`src/rtl/ram_copy_pkg.sv`:
```
// Shared FSM encoding and overlap check for the RAM block-copy engine.
package ram_copy_pkg;

  localparam int ST_W  = 2;
  localparam int OVL_W = 33;

  typedef enum logic [ST_W-1:0] {
    ST_IDLE  = 2'd0,
    ST_READ  = 2'd1,
    ST_DRAIN = 2'd2,
    ST_FIN   = 2'd3
  } state_t;

  // dst strictly inside (src, src+len) means a forward copy would clobber unread source words.
  function automatic logic dst_overlaps(input logic [OVL_W-1:0] src,
                                        input logic [OVL_W-1:0] dst,
                                        input logic [OVL_W-1:0] len);
    logic [OVL_W:0] src_end;
    src_end = {1'b0, src} + {1'b0, len};
    return (dst > src) && ({1'b0, dst} < src_end);
  endfunction

endpackage

```
`src/rtl/ram_copy_agen.sv`:
```
// Loadable address generator with remaining-word counter; last is high while one word remains.
module ram_copy_agen #(
  parameter int AW = 16,
  parameter int CW = 16
) (
  input  logic          clk,
  input  logic          rst,
  input  logic          load,
  input  logic          inc,
  input  logic [AW-1:0] base,
  input  logic [CW-1:0] count,
  output logic [AW-1:0] addr,
  output logic          last
);

  logic [AW-1:0] addr_q, addr_d;
  logic [CW-1:0] cnt_q, cnt_d;

  always_comb begin
    addr_d = addr_q;
    cnt_d  = cnt_q;
    if (load) begin
      addr_d = base;
      cnt_d  = count;
    end else if (inc) begin
      addr_d = addr_q + AW'(1);
      cnt_d  = cnt_q - CW'(1);
    end
  end

  always_ff @(posedge clk) begin
    if (rst) begin
      addr_q <= '0;
      cnt_q  <= '0;
    end else begin
      addr_q <= addr_d;
      cnt_q  <= cnt_d;
    end
  end

  assign addr = addr_q;
  assign last = (cnt_q == CW'(1));

endmodule

```
`src/rtl/ram_copy_engine.sv`:
```
// Block copy of len words src->dst inside one dual-port RAM, one word per clock.
// Optional checksum output enabled by defining RAM_COPY_CHECKSUM_EN.
//
// state    | meaning
// ST_IDLE  | waiting for start; validates command
// ST_READ  | issuing reads src+i (writes of earlier words overlap)
// ST_DRAIN | last write only, read pipeline empty
// ST_FIN   | done pulse, then back to idle
module ram_copy_engine
  import ram_copy_pkg::*;
#(
  parameter int DATA_WIDTH = 8,
  parameter int ADDR_WIDTH = 16,
  parameter int LEN_WIDTH  = 16
) (
  input  logic                  clk,
  input  logic                  rst,
  input  logic                  start,
  input  logic [ADDR_WIDTH-1:0] src_addr,
  input  logic [ADDR_WIDTH-1:0] dst_addr,
  input  logic [LEN_WIDTH-1:0]  len,
  output logic                  busy,
  output logic                  done,
  output logic                  err,
  output logic                  ram_cs,
  output logic [ADDR_WIDTH-1:0] ram_addr_a,
  output logic                  ram_oe_a,
  input  logic [DATA_WIDTH-1:0] ram_dout_a,
  output logic [ADDR_WIDTH-1:0] ram_addr_b,
  output logic                  ram_we_b,
  output logic [DATA_WIDTH-1:0] ram_din_b
`ifdef RAM_COPY_CHECKSUM_EN
  ,
  output logic [DATA_WIDTH-1:0] checksum
`endif
);

  state_t state_q, state_d;
  logic   busy_q, busy_d;
  logic   done_q, done_d;
  logic   err_q, err_d;
  logic   cs_q, cs_d;
  logic   oe_q, oe_d;
  logic   we_q, we_d;
  logic   accept, rd_inc, rd_last, wr_last, overlap;

  assign overlap = dst_overlaps(OVL_W'(src_addr), OVL_W'(dst_addr), OVL_W'(len));

  ram_copy_agen #(.AW(ADDR_WIDTH), .CW(LEN_WIDTH)) u_rd_agen (
    .clk   (clk),
    .rst   (rst),
    .load  (accept),
    .inc   (rd_inc),
    .base  (src_addr),
    .count (len),
    .addr  (ram_addr_a),
    .last  (rd_last)
  );

  // Write side advances after each completed write, so it trails the read side by one clock.
  ram_copy_agen #(.AW(ADDR_WIDTH), .CW(LEN_WIDTH)) u_wr_agen (
    .clk   (clk),
    .rst   (rst),
    .load  (accept),
    .inc   (we_q),
    .base  (dst_addr),
    .count (len),
    .addr  (ram_addr_b),
    .last  (wr_last)
  );

  always_comb begin
    state_d = state_q;
    busy_d  = busy_q;
    done_d  = 1'b0;
    err_d   = err_q;
    cs_d    = cs_q;
    oe_d    = oe_q;
    we_d    = oe_q;
    accept  = 1'b0;
    rd_inc  = 1'b0;
    unique case (state_q)
      ST_IDLE: begin
        if (start) begin
          err_d = overlap;
          if (len != '0 && !overlap) begin
            accept  = 1'b1;
            state_d = ST_READ;
            busy_d  = 1'b1;
            cs_d    = 1'b0;
            oe_d    = 1'b1;
          end else begin
            state_d = ST_FIN;
            done_d  = 1'b1;
          end
        end
      end
      ST_READ: begin
        if (rd_last) begin
          oe_d    = 1'b0;
          state_d = ST_DRAIN;
        end else begin
          rd_inc = 1'b1;
        end
      end
      ST_DRAIN: begin
        if (wr_last) begin
          state_d = ST_FIN;
          busy_d  = 1'b0;
          cs_d    = 1'b1;
          done_d  = 1'b1;
        end
      end
      ST_FIN: state_d = ST_IDLE;
      default: state_d = ST_IDLE;
    endcase
  end

`ifdef RAM_COPY_CHECKSUM_EN
  logic [DATA_WIDTH-1:0] chk_q, chk_d;

  always_comb begin
    chk_d = chk_q;
    if (state_q == ST_IDLE && start) chk_d = '0;
    else if (we_q)                   chk_d = chk_q ^ ram_dout_a;
  end

  assign checksum = chk_q;
`endif

  always_ff @(posedge clk) begin
    if (rst) begin
      state_q <= ST_IDLE;
      busy_q  <= 1'b0;
      done_q  <= 1'b0;
      err_q   <= 1'b0;
      cs_q    <= 1'b1;
      oe_q    <= 1'b0;
      we_q    <= 1'b0;
`ifdef RAM_COPY_CHECKSUM_EN
      chk_q   <= '0;
`endif
    end else begin
      state_q <= state_d;
      busy_q  <= busy_d;
      done_q  <= done_d;
      err_q   <= err_d;
      cs_q    <= cs_d;
      oe_q    <= oe_d;
      we_q    <= we_d;
`ifdef RAM_COPY_CHECKSUM_EN
      chk_q   <= chk_d;
`endif
    end
  end

  assign busy      = busy_q;
  assign done      = done_q;
  assign err       = err_q;
  assign ram_cs    = cs_q;
  assign ram_oe_a  = oe_q;
  assign ram_we_b  = we_q;
  assign ram_din_b = ram_dout_a;

endmodule
```
`config.mk`:
```
export PLATFORM = sky130hd
export DESIGN_NAME = ram_copy_engine
export DESIGN_NICKNAME = d
export VERILOG_FILES = /design/src/rtl/ram_copy_pkg.sv /design/src/rtl/ram_copy_agen.sv /design/src/rtl/ram_copy_engine.sv
export SDC_FILE = /design/constraint.sdc
export NUM_CORES = 1
export LEC_CHECK = 0
export CORE_MARGIN = 1
export CORE_UTILIZATION = 40
export CTS_CLUSTER_DIAMETER = 30
export DETAILED_ROUTE_END_ITERATION = 12
export SYNTH_ARGS = -nofsm -noshare
export SYNTH_HDL_FRONTEND = slang
export SYNTH_SLANG_ARGS = --single-unit
```
`constraint.sdc`:
```
create_clock -name clk -period 7.6 [get_ports clk]
set_clock_uncertainty 0.1 [all_clocks]
set_input_delay 0.76 -clock clk [delete_from_list [all_inputs] [get_ports clk]]
set_output_delay 0.76 -clock clk [all_outputs]
set_load 0.02 [all_outputs]
```
==> results.md <==
- Status: completed
- Syn nets: 775
- Post-CTS Hold Buffers: 0
- Initial antenna violation count: 0
- Most common library cells after synthesis: dfxtp_1, nand2_1, ha_1
- Worst Setup Start Kind: input pin
- Cells after Synth: 659
- VDD IR max: 118 uV
- Seq/Total Area, Yosys: 25.6%
- Netlist Area Pre-Place: 0.00563 sq mm
- First-pass GRT wire length: 26800 um
- Max Root-Sink Buffers: 2
- Layout cells sized above 1: 6.63%
- Yosys cell types: 65
- Unrepaired setup endpoints after global routing: false
- Cell with the most instances after synthesis: dfxtp_1
- Detailed-route via count: 5167
- Global-route usage over all layers: 23.8%
- Die W: 121 um
- Final min period: 5460 ps
- DP HPWL: 12700 um
- Leading area contributor after synthesis: dfxtp_1
- Leakage: 2.78 nW
- Max H-tree Level: 3
- Placed Area: 0.00650 sq mm
- Die ar.: 0.0145 sq mm
- Starting Density: 41.7%
- Power Total: 1.98 mW
- Critical path data required time: 7730 ps
- CP Max Fanout: 66
- DR WL/cell: 18.4 um
- EDFF count, synth: 0
- Worst-Margin Slew: 1270 ps
- CORE AREA: 0.0135 sq mm
- MaxCap Viol Count: 0
- Fin Setup TNS: 0 ps
- Fillers: 1288
- DIE HEIGHT: 121 um
- Routability cong.: 0.869
- Final setup viols: 0
- Detailed Route Iter0 Violations: 368
- Worst hold margin: 380 ps
- Vias per cell: 5.74
- CP Capture Type: register
- Final Net Count: 835
- Final hold viol count: 0
- Setup Fix Bufs, Post-CTS: 0
- Antenna cells: 0
- # clock sinks: 72
- Root Buffer: clkbuf_16
- Total grt overflow: 0
- Vias in the first global route: 5102
- CTS tree: built
- Largest net degree at the start of global routing: 67
- Top cell type's share of synthesized area: 25.6%
- I/O pin total: 105
- # DRC: 0
- Drt pass-1 iters: 4
- Part of the cycle the worst path needs: 71.9%
- Power Dens Cells: 290 mW/mm^2
- Crit path kind: in -> reg
- Dominant synthesized flop cell: dfxtp_1
- Std-Cell Rows: 42
- Buffers on Ports: 88
- Design area: 0.00681 sq mm
- Highest clock rate: 183 MHz
- Hold/Removal Path Class: reg -> reg
- Ys async rst share: 0%
- Arrival time at the worst endpoint: 5590 ps
- Yosys warnings: 0
- CTS Buf Count: 9
- Clock latency on the worst-skew pair: 340 ps
- Drt total wl: 16600 um
- Area contributors post-synth: dfxtp_1, ha_1, xnor2_1, xor2_1, nand2_1
- Layout area overhead: 21.0%
- Number of synthesized register bits: 72
- Clock-pin slew on the worst setup and hold paths: 60 ps
- Normalized max-slew margin: 14.6%
- Post-DRT Antenna Nets: 0
- CTS resizes: 0
- Max-slew violation count: 0
- Mean Syn Cell Area: 8.54 sq um
-- path summary, 6_finish.rpt --
check,slack (ps),endpoint,cells after the start,from
min reg2reg,380,ram_we_b,2,ram_oe_a
min,380,ram_we_b,2,ram_oe_a
max reg2reg,4160,u_rd_agen.addr[1],6,state_q[0]
max,2140,u_rd_agen.addr[1],16,src_addr[0]
-- power by group --
group / internal (mW) / leakage, nW / switching [mW]
clock: 0.272 / 0.156 / 0.169
sequential: 0.485 / 0.591 / 0.116
combinational: 0.399 / 2.03 / 0.534
-- through the flow --
stage                     utilization, %  setup slack (ps)  std cells
after floorplan                        -              3370        659
after global placement              48.1              1960        884
after detailed placement            48.1              1830        884
after CTS                           50.4              2160        900
after global routing                50.4              1860        900
final                               50.4              2140        900
-- final cells by class --
cell class	count	area [sq um]	area share, %
Multi-Input combinational cell	509	3810	56.0
Tap cell	176	220	3.24
Sequential cell	72	1440	21.2
Inverter	37	139	2.04
Clock buffer	11	253	3.71
Timing Repair Buffer	90	891	13.1
Clock inverter	5	53.8	0.790
-- cell usage in the layout, fill, tap and decap left out, types with 3 or more instances in the layout --
cell type / count
a211oi_1: 3
a21o_1: 7
o31ai_2: 4
dfxtp_1: 72
xor2_1: 34
nor2b_1: 6
nor3_1: 19
nor2_1: 27
o21bai_1: 3
nand2_1: 64
xnor2_1: 36
clkdlybuf4s50_1: 87
o211a_1: 15
clkbuf_16: 9
o31ai_1: 27
and3_1: 6
or3_1: 5
o2111ai_1: 17
o21ai_0: 11
o211ai_1: 22
and2_1: 3
nand4_1: 20
nor4_1: 14
nand3_1: 20
nor3b_1: 3
mux2_2: 7
or4_1: 3
inv_1: 36
clkinv_2: 3
ha_1: 56
mux2i_1: 11
nand2b_1: 4
a21oi_1: 28
-- worst max-delay path, stage by stage --
cell             delay (ps)
clkdlybuf4s50_1         510
ha_1                    280
fa_1                    430
a211oi_1                370
o21ai_1                 210
a211oi_2                320
o21bai_1                120
a21oi_1                 190
xor2_1                   90
ha_1                    300
nand3_1                 100
a311o_1                 350
a21o_1                  200
a21oi_2                 160
o21a_4                  720
mux2_2                  420
-- cell families after synthesis --
logic type | after synthesis | share of synthesized area [%]
AO/OA/AOI/OAI | 158 | 21.7
XOR/XNOR | 70 | 10.9
adder cells (fa/ha/maj) | 57 | 12.8
buffers and inverters | 78 | 6.74
flip-flops | 72 | 25.6
multiplexers | 18 | 3.36
AND/OR/NAND/NOR | 206 | 18.9
-- registers in the layout (all words and copies together) (netlist names) --
| signal | count |
|---|---|
| busy | 1 |
| done | 1 |
| err | 1 |
| ram_cs | 1 |
| ram_oe_a | 1 |
| ram_we_b | 1 |
| state_q | 2 |
| u_rd_agen.addr | 16 |
| u_rd_agen.cnt_q | 16 |
| u_wr_agen.addr | 16 |
| u_wr_agen.cnt_q | 16 |
-- layer usage --
metal	track usage, %	wire, um	vias up
li1	-	-	2548
met2	39.9	7930	147
met4	9.34	526	0
met5	0	0	-
met3	4.58	760	44
met1	29.8	7390	2428
No activity file was read; power rests on OpenSTA's default activity.
